`src/rtl/serial_pattern_tx.sv`:
```
// Parallel-to-serial pattern transmitter: loads up to WIDTH bits and shifts them
// out MSB-first on x, one bit per clock, with valid/busy/done handshakes.
module serial_pattern_tx #(
    parameter int          WIDTH      = 16,
    parameter logic        IDLE_LEVEL = 1'b0,
    parameter int          CNT_W      = $clog2(WIDTH + 1)
) (
    input  logic             clk,
    input  logic             reset,
    input  logic             start,
    input  logic [WIDTH-1:0] data,
    input  logic [CNT_W-1:0] len,
    input  logic             abort,
    output logic             x,
    output logic             x_valid,
    output logic             busy,
    output logic             done,
    output logic [CNT_W-1:0] bits_sent
);

    typedef enum logic [1:0] {
        ST_IDLE = 2'd0,
        ST_SEND = 2'd1,
        ST_DONE = 2'd2
    } state_t;

    localparam logic [CNT_W-1:0] WIDTH_C = CNT_W'(WIDTH);

    state_t           state_q,   state_d;
    logic [WIDTH-1:0] shreg_q,   shreg_d;
    logic [CNT_W-1:0] rem_q,     rem_d;
    logic [CNT_W-1:0] bits_q,    bits_d;
    logic             x_q,       x_d;
    logic             valid_q,   valid_d;
    logic             busy_q,    busy_d;
    logic             done_q,    done_d;

    logic [CNT_W-1:0] eff_len_s;
    logic [CNT_W-1:0] shamt_s;
    logic [WIDTH-1:0] aligned_s;
    logic [WIDTH-1:0] shifted_s;

    // Payload is left-justified so the bit to transmit is always shreg[WIDTH-1].
    always_comb begin
        eff_len_s = (len > WIDTH_C) ? WIDTH_C : len;
        shamt_s   = WIDTH_C - eff_len_s;
        aligned_s = data << shamt_s;
        shifted_s = shreg_q << 1;
    end

    // Next-state and registered-output logic.
    always_comb begin
        state_d = state_q;
        shreg_d = shreg_q;
        rem_d   = rem_q;
        bits_d  = bits_q;
        x_d     = x_q;
        valid_d = valid_q;
        busy_d  = busy_q;
        done_d  = 1'b0;

        case (state_q)
            ST_IDLE: begin
                if (start && (len != {CNT_W{1'b0}})) begin
                    shreg_d = aligned_s;
                    rem_d   = eff_len_s;
                    bits_d  = {CNT_W{1'b0}};
                    x_d     = aligned_s[WIDTH-1];
                    valid_d = 1'b1;
                    busy_d  = 1'b1;
                    state_d = ST_SEND;
                end else begin
                    state_d = ST_IDLE;
                end
            end
            ST_SEND: begin
                // Abort outranks retirement: the bit on x is dropped uncounted.
                if (abort) begin
                    x_d     = IDLE_LEVEL;
                    valid_d = 1'b0;
                    busy_d  = 1'b0;
                    rem_d   = {CNT_W{1'b0}};
                    state_d = ST_IDLE;
                end else if (rem_q == CNT_W'(1)) begin
                    bits_d  = bits_q + CNT_W'(1);
                    rem_d   = {CNT_W{1'b0}};
                    shreg_d = shifted_s;
                    x_d     = IDLE_LEVEL;
                    valid_d = 1'b0;
                    busy_d  = 1'b0;
                    done_d  = 1'b1;
                    state_d = ST_DONE;
                end else begin
                    bits_d  = bits_q + CNT_W'(1);
                    rem_d   = rem_q - CNT_W'(1);
                    shreg_d = shifted_s;
                    x_d     = shifted_s[WIDTH-1];
                end
            end
            ST_DONE: begin
                state_d = ST_IDLE;
            end
            default: begin
                state_d = ST_IDLE;
                x_d     = IDLE_LEVEL;
                valid_d = 1'b0;
                busy_d  = 1'b0;
            end
        endcase
    end

    // State and output registers.
    always_ff @(posedge clk or posedge reset) begin
        if (reset) begin
            state_q <= ST_IDLE;
            shreg_q <= {WIDTH{1'b0}};
            rem_q   <= {CNT_W{1'b0}};
            bits_q  <= {CNT_W{1'b0}};
            x_q     <= IDLE_LEVEL;
            valid_q <= 1'b0;
            busy_q  <= 1'b0;
            done_q  <= 1'b0;
        end else begin
            state_q <= state_d;
            shreg_q <= shreg_d;
            rem_q   <= rem_d;
            bits_q  <= bits_d;
            x_q     <= x_d;
            valid_q <= valid_d;
            busy_q  <= busy_d;
            done_q  <= done_d;
        end
    end

    assign x         = x_q;
    assign x_valid   = valid_q;
    assign busy      = busy_q;
    assign done      = done_q;
    assign bits_sent = bits_q;

endmodule
```
`config.mk`:
```
export PLATFORM = sky130hd
export DESIGN_NAME = serial_pattern_tx
export DESIGN_NICKNAME = d
export VERILOG_FILES = /design/src/rtl/serial_pattern_tx.sv
export SDC_FILE = /design/constraint.sdc
export NUM_CORES = 1
export LEC_CHECK = 0
export ABC_CLOCK_PERIOD_IN_PS = 4900
export CORE_MARGIN = 2
export CORE_UTILIZATION = 40
export DETAILED_ROUTE_END_ITERATION = 12
export HOLD_SLACK_MARGIN = 0.1
export PLACE_DENSITY = 0.61
export SLEW_MARGIN = 40
export SYNTH_ARGS = -nofsm -noshare
export SYNTH_HDL_FRONTEND = slang
export SYNTH_SLANG_ARGS = --single-unit
```
`constraint.sdc`:
```
create_clock -name clk -period 4.9 [get_ports clk]
set_clock_uncertainty 0.1 [all_clocks]
set_input_delay 1.225 -clock clk [delete_from_list [all_inputs] [get_ports clk]]
set_output_delay 1.225 -clock clk [all_outputs]
set_load 0.03 [all_outputs]
```
==> metrics, run 1 <==
outcome complete, no violations; YS warnings 0; Syn Std Cell Area 2142 um2; Initial Utilization 41.67%; hold depth 2; setup slack at placement 513.8 ps; IO Pins 34; Final GP Congestion 0.7790; HP Start shreg_q[0]$_DFFE_PP0P_; combinational power share 45.9%; slew margin rel. 53.82%; R2R cell count 7; Non-Filler Instances 346; GRT Overall Usage 19.00%; clock tree buffer depth 2; Clk pin slew, worst setup/hold paths 60 ps; root buffer cell clkbuf_8; worst skew pair latency 280 ps; pwr dens 431.4 nW/um2; Worst EP arrival 4180 ps; cell breakdown of the critical path clkdlybuf4s50_1 -> nor2b_2 -> inv_6 -> ha_1 -> mux2i_1 -> mux4_2 -> a2111oi_2 -> o21ai_1 -> o221ai_2; CTS tree built; layout cells sized above 1 10.14%; Setup Buffers After CTS 0; reg2reg end bits_sent[4]$_DFFE_PP0P_; Resized cells post-CTS 0; Crit Path Max Fanout 15; Sw Ratio 40.39%; initial antenna violation count 0; critical path endpoint category register; # clock sinks 30; Reg2Reg Setup Slack 2900 ps; synthesis-to-finish area growth 23.95%; Antenna Cells 0; clock share of power 17.8%; final wirelength 5180 um; layout filler cell count 528; cts hold-fix bufs 0; via count 1949; Setup TNS 0 ps; startpoint types primary input; Pre-Repair DR Iteration Count 4; min cycle time layout 4080 ps; GR Overflow Total 0; unrepaired setup endpoints after global routing false; DRT iter0 DRCs 109; number of routed nets with antenna violations 0; Psw 0.0004626 W; Remaining DRCs 0; Detailed Place HPWL 4076 um; top post-synthesis cells by count dfrtp_1, nand2_1, nor2_1; Seq/Total Area, Yosys 35.05%; synth top area cells dfrtp_1, mux2i_1, nand2_1; Max stage delay on crit path 660 ps; required time worst endpoint 5000 ps; cell count after placement 338; DIE AREA 5957 um2; Worst Setup Path Type primary input to register; vias in the first global route 1795; Hold Vio Cnt, Final 0; Hold Path End shreg_q[0]$_DFFE_PP0P_; VDD IR max 188.5 uV; critical path launch point len[4]; reg2reg start state_q[0]$_DFFE_PP0N_; period utilisation layout 83.26%; Worst-Margin Slew 690.2 ps; core area 5140 um2; Yosys top cell by area dfrtp_1; Port Buffers 33; worst setup margin 820.2 ps; Nets 304; Synth Net Count 266; dominant synthesized flop cell dfrtp_1; pin count of the biggest net entering global routing 28; Syn Area/Cell 9.038 um2; # setup viols final 0; synthesized flop and latch total 30; Slew Viols, Final 0; H-tree level count 2; Leakage 1.147 nW; first-pass GRT wire length 9032 um; CTS buffer count 5; slowest cell on the critical path ha_1; Max Cap Viol 0; Final Power 0.001145 W; Die Span Y 77.18 um; # rows 26; Peak Freq 245.1 MHz; DR WL/cell 14.97 um; unique cell type count in the Yosys netlist 48; Die X 77.18 um; Synth top area share 35.05%; Seq pwr share 36.3%; Post-synth EDFFs 0; min-delay worst type register to register; post-DR vias/cell 5.633; P_int 0.0006828 W; async set-reset flop share out of synthesis 100.0%; Post-Synthesis Cells 237
## worst max-delay path by stage
stage                     to  slack (ps)  depth (start not counted)
6_report       x$_DFFE_PP0P_         820                          9
4_1_cts        x$_DFFE_PP0P_         820                          9
3_3_place_gp   x$_DFFE_PP0P_         600                          9
2_1_floorplan  x$_DFFE_PP0P_        1300                         11
5_1_grt        x$_DFFE_PP0P_         590                          9
3_5_place_dp   x$_DFFE_PP0P_         510                          9
## worst max-delay path, delay by kind of cell
family | cells | cell delay, ps
muxes | 2 | 750
AOI/OAI and AO/OA | 3 | 620
buffers and inverters | 2 | 650
adders and majority gates | 1 | 660
and+or+nand+nor | 1 | 260
## sequential cells by signal, summed over array words and instances, names as in the netlist
register,cells
rem_q,5
shreg_q,15
busy,1
done,1
bits_sent,5
x,1
state_q,2
## per-stage QoR
| stage | hold slack, ps | utilization [%] | cell area, um2 |
|---|---|---|---|
| 3_5_place_dp | 372.0 | 49.88 | 2564 |
| 4_1_cts | 386.0 | 51.66 | 2655 |
| 3_3_place_gp | 365.8 | 49.88 | 2564 |
| 5_1_grt | 418.2 | 51.66 | 2655 |
| 2_1_floorplan | 349.7 | - | 2142 |
| 6_report | 390.5 | 51.66 | 2655 |
## layout make-up
class	count	area, um2	share of cell area [%]
multi-input combinational	189	1300	48.96
clock inverter	1	5.005	0.1885
tap	70	87.58	3.299
inverter	8	35.03	1.320
sequential	30	750.7	28.28
timing repair buffer	41	390.4	14.70
clock buffer	7	86.33	3.252
## kinds of logic (layout without fill, tap and decap cells)
kind of cell	after synthesis	in the layout	synth area share, %
compound gates	60	60	18.05
simple gates	94	94	20.33
xor+xnor	5	5	2.395
flops	30	30	35.05
buf+inv	18	57	4.264
mux	26	26	17.58
fa+ha+maj	4	4	2.337
## cell usage in the layout, fill, tap and decap left out, types with 2 or more instances in the layout
cell type         n
nor3_1            9
clkdlybuf4s50_1  33
a21oi_1          13
or2_2             2
xor2_1            4
mux4_1            4
o22ai_1           3
buf_4             8
nor2_1           27
a31oi_1           3
and2_1            2
o21ai_0          18
mux2i_1          17
or3_1             3
dfrtp_1          30
or2b_1            2
mux4_2            4
o21a_1            2
nand2_1          30
nand3_1           6
o211ai_1          3
clkbuf_8          6
nor3b_1           2
a22oi_1           7
ha_1              4
inv_1             6
nand4_1           3
nand2b_1          4
## power groups by stage
stage	registers, W	clock network, W	logic [W]
2_1_floorplan	0.000440	0	0.000334
3_3_place_gp	0.000416	0	0.000525
3_5_place_dp	0.000419	0	0.000527
4_1_cts	0.000415	0.000207	0.000528
5_1_grt	0.000431	0.000220	0.000590
6_report	0.000416	0.000204	0.000525
## layer usage
metal / vias up / wire length, um / global-route usage (%)
met5: - / 0 / 0
met4: 0 / 70 / 6.964
met3: 7 / 168 / 2.824
met2: 45 / 2471 / 30.61
met1: 948 / 2469 / 25.94
li1: 949 / - / -
Note: power is estimated with default switching activity, not from simulation.
==> run 2, diff against run 1 <==
- ABC_CLOCK_PERIOD_IN_PS: 4900 -> 3300
- PLACE_DENSITY: 0.61 -> 0.64
- clock period: 4.9 -> 3.3 ns (I/O delays scaled with it)
==> run 2 against run 1 <==
Net effect: clock power increased by 50%; die area is the same; cell count up 3.2%; sequential cell count stayed put; global-route usage fell by 0.35 points; count of clock-buffer cells in the layout stayed put; combinational power up 53%; sequential share of layout area fell by 1.1 points; critical endpoint unchanged; highest routed layer unchanged.
==> metrics, run 2 (synthesized netlist as in run 1, its figures left out) <==
min-delay worst type register to register; Max Cap Viol 0 (unchanged); startpoint types primary input; Pre-Repair DR Iteration Count 4 (unchanged); Setup Buffers After CTS 0 (unchanged); final core utilization 53.65% (+2.0 points); via count 1928 (-1.1%); required time worst endpoint 3400 ps (-1600 ps); Final Power 0.001722 W (+50%); Reg2Reg Setup Slack 1190 ps (-1710 ps); # rows 26 (unchanged); GR Overflow Total 0 (unchanged); area of the multi-input gates 1318 um2 (+1.3%); vias in the first global route 1931 (+7.6%); Biggest register shreg_q; reg2reg start state_q[0]$_DFFE_PP0N_; Initial Utilization 41.67% (unchanged); Leakage 1.215 nW (+6.0%); slowest cell on the critical path mux4_2; layout cells sized above 1 13.24% (+3.1 points); Crit Path Max Fanout 8 (-7); Remaining DRCs 0 (unchanged); HP Start shreg_q[0]$_DFFE_PP0P_; root buffer cell clkbuf_8; Slew Viols, Final 0 (unchanged); DIE AREA 5957 um2 (unchanged); commonest non-fill, non-tap cell in the layout clkdlybuf4s50_1; outcome complete, no violations; initial antenna violation count 0 (unchanged); pwr dens 624.6 nW/um2 (+45%); CTS tree built; Port Buffers 33 (unchanged); layout filler cell count 514 (-2.7%); Die X 77.18 um (unchanged); # clock sinks 30 (unchanged); CTS buffer count 5 (unchanged); IO Pins 34 (unchanged); setup slack at placement -202.1 ps (-715.8 ps); VDD IR max 250.8 uV (+33%); post-DR vias/cell 5.401 (-4.1%); min cycle time layout 3153 ps; unrepaired setup endpoints after global routing false; synthesis-to-finish area growth 28.74%; # setup viols final 0 (unchanged); Worst-Margin Slew 718.6 ps (+28.36 ps); Setup TNS 0 ps (unchanged); WHS 380.2 ps (-10.30 ps); H-tree level count 2 (unchanged); Max stage delay on crit path 540 ps (-120 ps); Nets 315 (+3.6%); critical path endpoint category register; period utilisation layout 95.54%; worst skew pair latency 280 ps (about the same); final wirelength 5109 um (-1.4%); Peak Freq 317.2 MHz; core area 5140 um2 (unchanged); pin count of the biggest net entering global routing 31 (+11%); worst setup margin 147.1 ps (-673.1 ps); critical path launch point len[0]; first-pass GRT wire length 8970 um (-0.69%); cell breakdown of the critical path clkdlybuf4s50_1 -> nor2b_4 -> inv_6 -> ha_1 -> buf_4 -> mux2i_1 -> mux4_2 -> a2111oi_4 -> o21ai_1 -> o221ai_2; DR WL/cell 14.31 um (-4.4%); GRT Overall Usage 18.65% (-0.35 points); register area 750.7 um2 (unchanged); slew margin rel. 51.92% (-1.9 points); Antenna Cells 0 (unchanged); DRT iter0 DRCs 103 (-5.5%); max FFs per register 15 (unchanged); Detailed Place HPWL 3977 um (-2.4%); Worst EP arrival 3260 ps (-920 ps); Clk pin slew, worst setup/hold paths 60 ps (about the same); Die Span Y 77.18 um (unchanged); number of routed nets with antenna violations 0 (unchanged); Worst Setup Path Type primary input to register; Hold Vio Cnt, Final 0 (unchanged); clock tree buffer depth 2 (unchanged); Final GP Congestion 0.7785 (about the same); most frequent cells in the layout clkdlybuf4s50_1, nand2_1, dfrtp_1; Largest delay share family, worst path multiplexers; CP Buf/Inv Count 3 (+1)
run 2: cell count changes in the layout (fill, tap and decap cells not counted), sizes merged:
cell,before,now
clkdlybuf4s50,33,32
buf,8,19
dlymetal6s2s,0,1
run 2: power by group:
group	internal, W	total [W]	switching (W)
Sequential	0.000509	0.000615	0.000106
Clock	0.000168	0.000305	0.000137
Combinational	0.000355	0.000803	0.000448
run 2: worst min-delay path: cells and delay by family, from the launching register on:
| kind | cells | cell delay (ps) |
|---|---|---|
| compound gates | 1 | 60 |
| simple gates | 1 | 50 |
| flops | 1 | 340 |
run 2: final cells by class:
cell class / count / area share [%]
Inverter: 8 / 1.270
Tap cell: 70 / 3.176
Timing Repair Buffer: 52 / 17.24
Clock buffer: 7 / 3.131
Clock inverter: 1 / 0.1815
Multi-Input combinational cell: 189 / 47.78
Sequential cell: 30 / 27.22
run 2: layer usage:
metal,global-route usage [%],wire length (um),part of all wire [%]
met4,6.964,68,1.3
met5,0,0,0
met2,30.17,2408,47
met3,3.176,221,4.3
met1,25.02,2411,47
run 2: metrics by stage:
stage	std cells	cell area [um2]
CTS	357	2738
global placement	349	2646
finish	357	2758
detailed placement	349	2646
global route	357	2758
floorplan	237	2142
run 2: repair_timing:
action	CTS	global route
resized for setup	0	3
setup endpoints to repair	0	1
hold buffers	0	0
run 2: path summary, 6_finish.rpt:
check	endpoint	cells after the start
worst min register to register	shreg_q[0]$_DFFE_PP0P_	2
min in group asynchronous	shreg_q[2]$_DFFE_PP0P_	3
worst min-delay path	shreg_q[0]$_DFFE_PP0P_	2
worst max-delay path	x$_DFFE_PP0P_	10
max in group asynchronous	rem_q[2]$_DFFE_PP0P_	3
worst max register to register	shreg_q[12]$_DFFE_PP0P_	5
==> run 3, diff against run 2 <==
- ABC_AREA: not set -> 1
- ABC_CLOCK_PERIOD_IN_PS: 3300 -> not set
- GPL_TIMING_DRIVEN: not set -> 0
==> run 3 against run 2 <==
Net effect: critical path depth rose by 5; synthesized area rose by 3.1%; wire length rose by 20%; setup slack improved by 14 ps; critical path type unchanged; critical endpoint is now shreg_q[14]$_DFFE_PP0P_; largest cell class unchanged; largest power group unchanged.
==> metrics, run 3 <==
GR Overflow Total 0 (unchanged); layout cells sized above 1 11.39% (-1.9 points); hold depth 2 (unchanged); critical path endpoint category register; Worst-Margin Slew 612.0 ps (-106.6 ps); CTS buffer count 5 (unchanged); Non-Filler Instances 432 (+21%); # clock sinks 30 (unchanged); Setup TNS 0 ps (unchanged); GRT Overall Usage 21.41% (+2.8 points); min cycle time layout 3139 ps (-13.59 ps); pwr dens 644.6 nW/um2 (+3.2%); CTS tree built; Max stage delay on crit path 480 ps (-60 ps); Max Cap Viol 0 (unchanged); root buffer cell clkbuf_8; Antenna Cells 0 (unchanged); required time worst endpoint 3370 ps (-30 ps); Final GP Congestion 0.9333 (+20%); unrepaired setup endpoints after global routing false; Die X 78.30 um (+1.5%); # rows 27 (+3.8%); Worst EP arrival 3210 ps (-50 ps); reg2reg end shreg_q[8]$_DFFE_PP0P_; Nets 388 (+23%); period utilisation layout 95.13% (-0.41 points); DRT iter0 DRCs 255 (+150%); number of routed nets with antenna violations 0 (unchanged); R2R cell count 8 (+3); final wirelength 6153 um (+20%); Final Power 0.001778 W (+3.3%); Crit Path Max Fanout 10 (+2); Biggest register shreg_q; synthesized flop and latch total 30 (unchanged); core area 5405 um2 (+5.2%); Peak Freq 318.5 MHz (+0.43%); cts hold-fix bufs 0 (unchanged); via count 2302 (+19%); DIE AREA 6131 um2 (+2.9%); vias in the first global route 2216 (+15%); crit-path most repeated cell nand2_1; top post-synthesis cells by count nand2_1, nand3_1, dfrtp_1, inv_1, nor2_1; Reg2Reg Setup Slack 1230 ps (+40 ps); Yosys top cell by area dfrtp_1; Seq/Total Area, Yosys 33.99% (-1.1 points); max FFs per register 15 (unchanged); initial antenna violation count 0 (unchanged); Port Buffers 33 (unchanged); pin count of the biggest net entering global routing 31 (unchanged); async set-reset flop share out of synthesis 100.0% (unchanged); startpoint types primary input; Remaining DRCs 0 (unchanged); slew margin rel. 59.14% (+7.2 points); CP Buf/Inv Count 5 (+2); Detailed Place HPWL 4831 um (+21%); Setup Buffers After CTS 0 (unchanged); worst skew pair latency 280 ps (about the same); Slew Viols, Final 0 (unchanged); HP Start shreg_q[12]$_DFFE_PP0P_; post-DR vias/cell 5.329 (-1.3%); Worst Setup Path Type primary input to register; most common cell in the synthesized netlist nand2_1; Synth top area share 33.99% (-1.1 points); Initial Utilization 40.86% (-0.82 points); outcome complete, no violations; most frequent cells in the layout nand2_1, nand3_1, clkdlybuf4s50_1; Leakage 1.304 nW (+7.3%); Post-synth EDFFs 0 (unchanged); layout filler cell count 573 (+11%); Synth Net Count 349 (+31%); IO Pins 34 (unchanged); cell count after placement 425 (+22%); final core utilization 51.04% (-2.6 points); Largest delay share family, worst path buffers and inverters; cell breakdown of the critical path clkdlybuf4s50_1 -> nor2_1 -> nand2_2 -> nand2_4 -> clkbuf_4 -> nand2_1 -> ha_4 -> inv_2 -> buf_4 -> o21ai_1 -> nand2_1 -> nand3_1 -> nand3_1 -> nand2_1 -> inv_1; Hold Path End shreg_q[12]$_DFFE_PP0P_; H-tree level count 2 (unchanged); synthesis-to-finish area growth 24.93%; Post-Synthesis Cells 320 (+35%); Syn Area/Cell 6.901 um2 (-24%); slowest cell on the critical path clkdlybuf4s50_1; unique cell type count in the Yosys netlist 38 (-21%); reg2reg start state_q[1]$_DFFE_PP0N_; Resized cells post-CTS 5 (+5); Die Span Y 78.30 um (+1.5%); WHS 393.8 ps (+13.67 ps); first-pass GRT wire length 10520 um (+17%); clock tree buffer depth 2 (unchanged); DR WL/cell 14.24 um (-0.47%); min-delay worst type register to register; dominant synthesized flop cell dfrtp_1; Clk pin slew, worst setup/hold paths 60 ps (about the same); Hold Vio Cnt, Final 0 (unchanged); Pre-Repair DR Iteration Count 5 (+1); commonest non-fill, non-tap cell in the layout nand2_1; YS warnings 0 (unchanged); VDD IR max 399.7 uV (+59%); # setup viols final 0 (unchanged); synth top area cells dfrtp_1, nand2_1, nand3_1; Syn Std Cell Area 2208 um2 (+3.1%)
## run 3: cell types whose count changed in the layout (fill, tap and decap cells not counted), moves of 7 or more
cell | before | now
buf_4 | 19 | 5
inv_1 | 7 | 28
mux2i_1 | 17 | 0
nand2_1 | 30 | 79
nand3_1 | 6 | 57
nor2_1 | 27 | 20
nor3_1 | 9 | 1
o21ai_0 | 18 | 11
o21ai_1 | 1 | 10
## run 3: layer usage
metal  vias up  track usage [%]  share of wire, %
li1       1151                -                 -
met1      1077            29.07                46
met2        62            34.83                47
met3        12            4.598               4.6
met4         0            5.439               1.6
met5         -                0                 0
## run 3: report_power, final
| group | switching (W) | internal (W) | leakage, nW |
|---|---|---|---|
| Clock | 0.000133 | 0.000210 | 0.0575 |
| Combinational | 0.000518 | 0.000334 | 0.863 |
| Sequential | 0.0000797 | 0.000503 | 0.383 |
## run 3: area by class of cell
| class | instances | area [um2] | share of cell area [%] |
|---|---|---|---|
| Buffer | 14 | 81.33 | 2.948 |
| Clock buffer | 8 | 110.1 | 3.991 |
| Multi-Input combinational cell | 242 | 1274 | 46.17 |
| Timing Repair Buffer | 33 | 329.1 | 11.93 |
| Sequential cell | 30 | 750.7 | 27.21 |
| Inverter | 33 | 123.9 | 4.490 |
| Tap cell | 72 | 90.09 | 3.265 |
## run 3: metrics by stage
step / setup WS [ps] / cell area [um2]
2_1_floorplan: 386.3 / 2208
3_3_place_gp: -750.5 / 2629
3_5_place_dp: -748.7 / 2629
4_1_cts: 56.25 / 2749
5_1_grt: 9.695 / 2759
6_report: 160.7 / 2759
## run 3: worst max-delay path by stage
stage | start | end | cells after the start
2_1_floorplan | len[0] | shreg_q[14]$_DFFE_PP0P_ | 15
3_3_place_gp | len[0] | shreg_q[14]$_DFFE_PP0P_ | 17
3_5_place_dp | len[0] | shreg_q[14]$_DFFE_PP0P_ | 16
4_1_cts | len[2] | shreg_q[14]$_DFFE_PP0P_ | 15
5_1_grt | len[2] | shreg_q[5]$_DFFE_PP0P_ | 14
6_report | len[2] | shreg_q[14]$_DFFE_PP0P_ | 15
## run 3: kinds of logic (layout without fill, tap and decap cells)
logic type / Yosys count / count (layout) / share of synthesized area (%)
compound gates: 53 / 53 / 14.39
xor+xnor: 4 / 4 / 1.587
fa+ha+maj: 4 / 4 / 2.266
buf+inv: 48 / 88 / 9.122
flops: 30 / 30 / 33.99
simple gates: 181 / 181 / 38.64
## run 3: worst min-delay path: stages, from the launching register on
cell and delay (ps):
dfrtp_1 340, o21ai_1 70, inv_1 50
